--- src/rtl/prefetch_line_buffer.sv ---
// Fully-associative buffer for next-line prefetches. It issues one line read at a
// time and serves I-cache miss probes combinationally. A hit consumes the entry.
module prefetch_line_buffer_entry #(
    parameter int TAG_W    = 28,
    parameter int BLK_SIZE = 128
) (
    input  logic                clk_i,
    input  logic                rst_ni,
    input  logic                clr_i,
    input  logic                fill_i,
    input  logic                consume_i,
    input  logic [TAG_W-1:0]    fill_tag_i,
    input  logic [BLK_SIZE-1:0] fill_data_i,
    input  logic [TAG_W-1:0]    lk_tag_i,
    input  logic [TAG_W-1:0]    pf_tag_i,
    output logic                lk_match_o,
    output logic                pf_match_o,
    output logic [BLK_SIZE-1:0] data_o
);
    logic                valid_q, valid_d;
    logic [TAG_W-1:0]    tag_q;
    logic [BLK_SIZE-1:0] data_q;

    // Priority: flush over fill over consume.
    always_comb begin
        valid_d = valid_q;
        if (consume_i) valid_d = 1'b0;
        if (fill_i)    valid_d = 1'b1;
        if (clr_i)     valid_d = 1'b0;
    end

    always_ff @(posedge clk_i or negedge rst_ni) begin
        if (!rst_ni) begin
            valid_q <= 1'b0;
            tag_q   <= '0;
            data_q  <= '0;
        end else begin
            valid_q <= valid_d;
            if (fill_i) begin
                tag_q  <= fill_tag_i;
                data_q <= fill_data_i;
            end
        end
    end

    assign lk_match_o = valid_q && (tag_q == lk_tag_i);
    assign pf_match_o = valid_q && (tag_q == pf_tag_i);
    assign data_o     = data_q;
endmodule

module prefetch_line_buffer #(
    parameter int XLEN        = 32,
    parameter int BLK_SIZE    = 128,
    parameter int NUM_ENTRIES = 2
) (
    input  logic                clk_i,
    input  logic                rst_ni,
    input  logic                flush_i,
    input  logic                pf_valid_i,
    input  logic [XLEN-1:0]     pf_addr_i,
    output logic                pf_ack_o,
    output logic                mem_req_o,
    output logic [XLEN-1:0]     mem_addr_o,
    input  logic                mem_gnt_i,
    input  logic                mem_rvalid_i,
    input  logic [BLK_SIZE-1:0] mem_rdata_i,
    input  logic                lookup_valid_i,
    input  logic [XLEN-1:0]     lookup_addr_i,
    output logic                lookup_hit_o,
    output logic [BLK_SIZE-1:0] lookup_data_o,
    output logic                busy_o
);
    localparam int OFFSET_BITS = $clog2(BLK_SIZE / 8);
    localparam int TAG_W       = XLEN - OFFSET_BITS;
    localparam int PTR_W       = (NUM_ENTRIES > 1) ? $clog2(NUM_ENTRIES) : 1;
    localparam logic [PTR_W-1:0] LAST = PTR_W'(NUM_ENTRIES - 1);

    typedef enum logic [1:0] {IDLE, REQ, WAIT_RESP, DRAIN} state_e;

    state_e                                 state_q, state_d;
    logic [TAG_W-1:0]                       req_tag_q, req_tag_d;
    logic [PTR_W-1:0]                       wr_ptr_q, wr_ptr_d;
    logic [NUM_ENTRIES-1:0]                 lk_match, pf_match;
    logic [NUM_ENTRIES-1:0][BLK_SIZE-1:0]   ent_data;
    logic [TAG_W-1:0]                       lk_tag, pf_tag;
    logic                                   accept, pf_dup, fill_en;
    logic                                   unused_offsets;

    assign lk_tag  = lookup_addr_i[XLEN-1:OFFSET_BITS];
    assign pf_tag  = pf_addr_i[XLEN-1:OFFSET_BITS];
    assign unused_offsets = ^{pf_addr_i[OFFSET_BITS-1:0], lookup_addr_i[OFFSET_BITS-1:0]};
    assign accept  = (state_q == IDLE) && pf_valid_i && !flush_i;
    assign pf_dup  = |pf_match;
    // A fill that collides with a flush is discarded.
    assign fill_en = (state_q == WAIT_RESP) && mem_rvalid_i && !flush_i;

    for (genvar i = 0; i < NUM_ENTRIES; i++) begin : g_ent
        prefetch_line_buffer_entry #(.TAG_W(TAG_W), .BLK_SIZE(BLK_SIZE)) u_ent (
            .clk_i       (clk_i),
            .rst_ni      (rst_ni),
            .clr_i       (flush_i),
            .fill_i      (fill_en && (wr_ptr_q == PTR_W'(i))),
            .consume_i   (lookup_valid_i && lk_match[i]),
            .fill_tag_i  (req_tag_q),
            .fill_data_i (mem_rdata_i),
            .lk_tag_i    (lk_tag),
            .pf_tag_i    (pf_tag),
            .lk_match_o  (lk_match[i]),
            .pf_match_o  (pf_match[i]),
            .data_o      (ent_data[i])
        );
    end

    always_ff @(posedge clk_i or negedge rst_ni) begin
        if (!rst_ni) begin
            state_q   <= IDLE;
            req_tag_q <= '0;
            wr_ptr_q  <= '0;
        end else begin
            state_q   <= state_d;
            req_tag_q <= req_tag_d;
            wr_ptr_q  <= wr_ptr_d;
        end
    end

    // A granted read is always drained, even across a flush.
    always_comb begin
        state_d = state_q;
        case (state_q)
            IDLE:      if (accept && !pf_dup) state_d = REQ;
            REQ:       if (mem_gnt_i)         state_d = flush_i ? DRAIN : WAIT_RESP;
                       else if (flush_i)      state_d = IDLE;
            WAIT_RESP: if (mem_rvalid_i)      state_d = IDLE;
                       else if (flush_i)      state_d = DRAIN;
            DRAIN:     if (mem_rvalid_i)      state_d = IDLE;
            default:                          state_d = IDLE;
        endcase
    end

    always_comb begin
        pf_ack_o  = accept;
        mem_req_o = (state_q == REQ);
        busy_o    = (state_q != IDLE);
    end

    always_comb begin
        req_tag_d = (accept && !pf_dup) ? pf_tag : req_tag_q;
        wr_ptr_d  = wr_ptr_q;
        if (fill_en) wr_ptr_d = (wr_ptr_q == LAST) ? '0 : wr_ptr_q + 1'b1;
    end

    assign mem_addr_o = {req_tag_q, {OFFSET_BITS{1'b0}}};

    always_comb begin
        lookup_hit_o  = 1'b0;
        lookup_data_o = '0;
        for (int i = 0; i < NUM_ENTRIES; i++) begin
            if (lookup_valid_i && lk_match[i]) begin
                lookup_hit_o  = 1'b1;
                lookup_data_o = lookup_data_o | ent_data[i];
            end
        end
    end
endmodule

--- config.mk ---
export PLATFORM = sky130hd
export DESIGN_NAME = prefetch_line_buffer
export DESIGN_NICKNAME = d
export VERILOG_FILES = /design/src/rtl/prefetch_line_buffer.sv
export SDC_FILE = /design/constraint.sdc
export NUM_CORES = 1
export LEC_CHECK = 0
export CAP_MARGIN = 20
export CELL_PAD_IN_SITES_DETAIL_PLACEMENT = 0
export CELL_PAD_IN_SITES_GLOBAL_PLACEMENT = 1
export CORE_ASPECT_RATIO = 1.1
export CORE_MARGIN = 2
export CORE_UTILIZATION = 25
export CTS_CLUSTER_SIZE = 40
export DETAILED_ROUTE_END_ITERATION = 16
export PLACE_DENSITY = 0.52
export SKIP_CTS_REPAIR_TIMING = 1
export SLEW_MARGIN = 0
export SYNTH_ARGS = -nofsm -noshare
export SYNTH_HDL_FRONTEND = slang
export SYNTH_SLANG_ARGS = --single-unit
--- constraint.sdc ---
create_clock -name clk_i -period 2.78 [get_ports clk_i]
set_input_delay 0.556 -clock clk_i [delete_from_list [all_inputs] [get_ports clk_i]]
set_output_delay 0.556 -clock clk_i [all_outputs]
set_load 0.01 [all_outputs]
* Word level (Yosys, flattened, before mapping)
Cells that the tools add are included.
** Cells by class
- Reduce and logical (&&, ||, !) cells :: 21
- Muxes and demuxes :: 19
- Equality and inequality tests :: 11
- Bitwise gates (word level) :: 2
- $add $sub $neg :: 1
** Operators by type and width (count)
- two-way mux 128 bit :: 2
- OR 128 bit :: 1
- == test 28 bit :: 4
- logical AND 1 bit :: 13
- two-way mux 2 bit :: 6
- two-way mux 1 bit :: 10
- one-hot mux 2 bit (4 select lines) :: 1
- nonzero test 3 bit :: 2
- == test 2 bit, second input constant :: 2
- AND reduction 4 bit :: 1
- inequality test 3 x 2 -> 1 bit, second input constant :: 1
- inequality test 3 bit, second input constant :: 1
- == test 2 x 1 -> 1 bit, second input constant :: 1
- logical NOT 1 bit :: 2
- logical NOT 2 bit :: 1
- inequality test 2 x 1 -> 1 bit, second input constant :: 1
- inequality test 2 bit, second input constant :: 1
- nonzero test 2 bit :: 1
- OR reduction 2 bit :: 1
- adder 1 bit, second input constant :: 1
- inverter 1 bit :: 1
** Storage, ports and cells
- Input port bits :: 199
- Output and inout bits :: 164
- Flip-flop bits (word level) :: 345
- Word-level logic and storage cells :: 63

* Depth between registers and ports, before layout
- Depth after elaboration :: 7
- Depth in mapped cells :: 8
- Mapped depth without buffers :: 6

* Cells and area by module
A second synthesis with hierarchy kept.
** Second synthesis, totals
- Cells, all modules :: 1063
- Area, all modules :: 15389.8 µm²
** By module, submodules not included
- prefetch_line_buffer_entry :: area an instance 6413.7 µm², instances 2, sequential area each 3928.8 µm², cells an instance 409
- prefetch_line_buffer :: area an instance 2562.5 µm², instances 1, sequential area each 775.7 µm², cells an instance 245

* Worst setup path after synthesis
OpenSTA, ideal clock, no wires.
- Path type :: input -> output
- Start :: input lookup_addr_i[22]
- End :: output lookup_data_o[100]
- Arrival :: 2.112 ns
- Stages on the path :: 7
- Path buffers :: 2
- Slack :: 0.112 ns
- Data required time :: 2.224 ns
- Cells stage by stage :: xor2_1 nor4_1 nand4_1 nor4_1 clkbuf_1 buf_2 a22o_1
** On the way
- Longest elaborated chain between the ends :: 6
** RTL lines
- start: declaration :: line 68 : input logic [XLEN-1:0] lookup_addr_i,
- == test 28 bit :: line 46 : assign lk_match_o = valid_q && (tag_q == lk_tag_i);
- logical AND 1 bit :: line 46
- logical AND 1 bit :: line 158 : if (lookup_valid_i && lk_match[i]) begin
- two-way mux 128 bit :: line 158
- OR 128 bit :: line 160 : lookup_data_o = lookup_data_o | ent_data[i];
- two-way mux 128 bit * :: line 158
- end: declaration :: line 70 : output logic [BLK_SIZE-1:0] lookup_data_o,
Mark *: on every way between the ends. The rest lies on a longest branch, timed or not.

* Worst setup path in the final report
- Start :: input lookup_addr_i[7]
- End :: output lookup_data_o[49]
Same word-level chain as after synthesis.

==> flow_metrics.py <==
metrics = {
    "worst_setup_path": {
        "r2r_end": "req_tag_q[0]",
        "r2r_start": "g_ent[1].u_ent.tag_q[25]",
        "arrival_ps": 3040,
        "required_ps": 2220,
        "r2r_setup_slack_ps": 140,
        "end_kind": "output pin",
        "startpoint": "lookup_addr_i[7]",
        "critPathCapture": "lookup_data_o[49]",
        "worst-r2r-cell-count": 9,
        "crit_path_start_kind": "primary input",
        "path_class": "primary input to output pin",
        "path_max_fanout": 6,
    },
    "sta": {
        "finalCritPeriodShare_pct": 129.4,
        "post-route-min-period_ps": 3597,
        "slew_viol_final": 0,
        "max_freq_mhz": 278.0,
        "setup_ws_ps": -816.9,
        "setup_viol": 129,
        "clock_skew_ps": 16.12,
        "fin_hold_ws_ps": 503.4,
        "worstMarginPinSlew_ps": 624.8,
        "worst_slew_margin_rel_pct": 58.35,
        "rsz0062_at_grt": "true",
        "hold_viol": 0,
    },
    "cells_and_area": {
        "regArea_sq_um": 8635,
        "final_nets": 1772,
        "area_growth_pct": 47.99,
        "design_area_sq_um": 22660,
        "drive_gt1_share_pct": 45.44,
        "fillers": 5992,
        "multi_input_area_sq_um": 6439,
    },
    "drt": {
        "drc": 0,
        "wl_microns": 52850,
        "vias_per_cell": 4.448,
        "firstDrtPassIters": 4,
        "antenna_left": 0,
        "wl_per_cell_microns": 21.78,
        "vias": 10796,
        "drt-initial-drc-count": 438,
    },
    "clocking": {
        "cts.sinks": 345,
        "clock_latency_ps": 560,
        "cts_buffers": 42,
        "cts_tree": "done",
        "cts_buffer_depth": 3,
        "path_clk_slew_ps": 50,
        "cts_max_level": 2,
        "cts_root_buf": "clkbuf_16",
    },
    "synthesis": {
        "syn_area_sq_um": 15310,
        "syn_inst": 1057,
        "ys_seq_area_share_pct": 56.40,
        "yosys.cell_types.count": 31,
        "synth-async-reset-ratio_pct": 100.0,
        "synth_edf_count": 0,
        "syn_avg_cell_area_sq_um": 14.48,
        "synthFlopType": "dfrtp_1",
        "ys_seq_elements": 345,
        "synth_warnings": 0,
    },
    "global_route": {
        "grt_antenna_before_repair": 7,
        "grt_pass1_wl_microns": 76040,
        "overflow": 0,
        "grt_max_degree": 62,
        "grt_pass1_vias": 11707,
        "grt_usage_pct": 16.12,
    },
    "pwr": {
        "p_leak_nw": 10.45,
        "power.density_nw_per_um2": 871.6,
        "clkPwrFrac_pct": 27.9,
        "comb_power_share_pct": 27.3,
        "peakVddDrop_v": 0.0004623,
        "seq_power_share_pct": 44.8,
        "p_int_mw": 14.07,
        "switching_share_pct": 28.73,
        "p_sw_mw": 5.673,
    },
    "floorplanning": {
        "core_sq_um": 60860,
        "row_count": 95,
        "die-area_sq_um": 63230,
        "die_h_microns": 263.5,
        "die_x_microns": 239.9,
        "initial_core_util_pct": 25.15,
        "io_pins": 363,
    },
    "place": {
        "gp_congestion": 0.8166,
        "dp_slack_ps": -1223,
        "numPortBuffers": 350,
        "hpwlAfterDp_microns": 37250,
        "dpl_cell_area_sq_um": 21210,
    },
    "hold_path": {
        "holdCritPathClass": "register to register",
    },
    "status": {
        "violations": "negative setup slack",
        "status": "finished, violations left",
    },
    "job": {
        "drv_cap": 0,
    },
}
[synthesized netlist by cell type, drive strengths merged, types with 2 or more instances]
master    n  area share, %
xor2     86            4.9
nand4    14           0.57
xnor2    28            1.6
nand3     2          0.065
nor2      4          0.098
o21ai     3          0.098
a22o    128            7.3
buf      31            1.2
nor4     20           0.86
nor3      4           0.13
dfrtp   345             56
nand2     2          0.049
mux2    340             25
inv       2          0.049
clkbuf   38           0.93
[worst min-delay path by stage]
stage | slack [ps] | end | from | depth (start not counted)
6_report | 500 | g_ent[1].u_ent.data_o[86] | g_ent[1].u_ent.data_o[86] | 1
5_1_grt | 510 | g_ent[1].u_ent.data_o[91] | g_ent[1].u_ent.data_o[91] | 1
4_1_cts | -40 | req_tag_q[23] | rst_ni | 1
3_5_place_dp | 490 | g_ent[1].u_ent.data_o[29] | g_ent[1].u_ent.data_o[29] | 1
3_3_place_gp | 490 | g_ent[1].u_ent.data_o[70] | g_ent[1].u_ent.data_o[70] | 1
2_1_floorplan | 260 | g_ent[0].u_ent.data_o[0] | rst_ni | 0
[sequential cells by signal (all words and copies together), names as in the netlist]
signal and cells:
state_q 2, g_ent.u_ent.data_o 256, req_tag_q 28, wr_ptr_q 1, g_ent.u_ent.tag_q 56, g_ent.u_ent.valid_q 2
[final cells by class]
class	instances	share of cell area, %
diodes	1	0.01105
clock buffers	67	5.677
clock inverters	6	0.3700
inverters	2	0.03314
multi-input cells	644	28.42
flip-flops and latches	345	38.11
well taps	824	4.551
repair buffers	538	22.83
[worst max-delay path: stages]
cell,delay (ps)
clkdlybuf4s50_1,480
buf_4,170
xor2_1,130
nor3_1,270
nand4_1,220
nor4_4,320
buf_6,150
buf_8,120
buf_12,150
buf_16,140
a22o_1,180
buf_2,150
[cells by family after synthesis]
| family | count (synthesis) | synth area share, % |
|---|---|---|
| simple gates | 51 | 1.994 |
| flops | 345 | 56.40 |
| compound gates | 134 | 7.593 |
| other cells | 1 | 0.02450 |
| xor+xnor | 114 | 6.522 |
| buf+inv | 71 | 2.174 |
| mux | 341 | 25.30 |
[power by group through the flow]
| stage | Sequential (mW) | Combinational, mW | Clock [mW] |
|---|---|---|---|
| 4_1_cts | 8.83 | 5.48 | 5.72 |
| 3_5_place_dp | 8.91 | 5.46 | 0 |
| 5_1_grt | 9.15 | 5.84 | 5.94 |
| 3_3_place_gp | 8.87 | 5.33 | 0 |
| 2_1_floorplan | 8.53 | 2.97 | 0 |
| 6_report | 8.84 | 5.40 | 5.51 |
[per-layer routing]
layer / up-vias / share of wire, % / track usage, %
met1: 5542 / 43 / 20.49
met3: 73 / 6.9 / 4.771
met2: 274 / 47 / 26.51
li1: 4895 / - / -
met4: 12 / 2.2 / 4.465
met5: - / 0.15 / 0
[layout by cell type, fill, tap and decap left out, types with 35 or more instances in the layout]
cell | netlist | routed
buf_2 | 19 | 61
clkbuf_16 | 0 | 50
buf_12 | 1 | 35
clkdlybuf4s50_1 | 0 | 217
xor2_1 | 86 | 85
a22o_1 | 128 | 125
buf_4 | 5 | 139
mux2_2 | 331 | 331
dfrtp_1 | 345 | 344
buf_6 | 1 | 35
[through the flow]
stage | std cells | power [mW] | setup TNS [ps] | utilization [%]
4_1_cts | 2401 | 20.04 | -145710 | 37.11
5_1_grt | 2427 | 20.93 | -104540 | 37.23
6_report | 2427 | 19.75 | -94670 | 37.23
2_1_floorplan | 1060 | 11.51 | 0 | -
3_5_place_dp | 2328 | 14.37 | -151270 | 34.86
3_3_place_gp | 2328 | 14.20 | -151970 | 34.86
No activity file was read; power rests on OpenSTA's default activity.
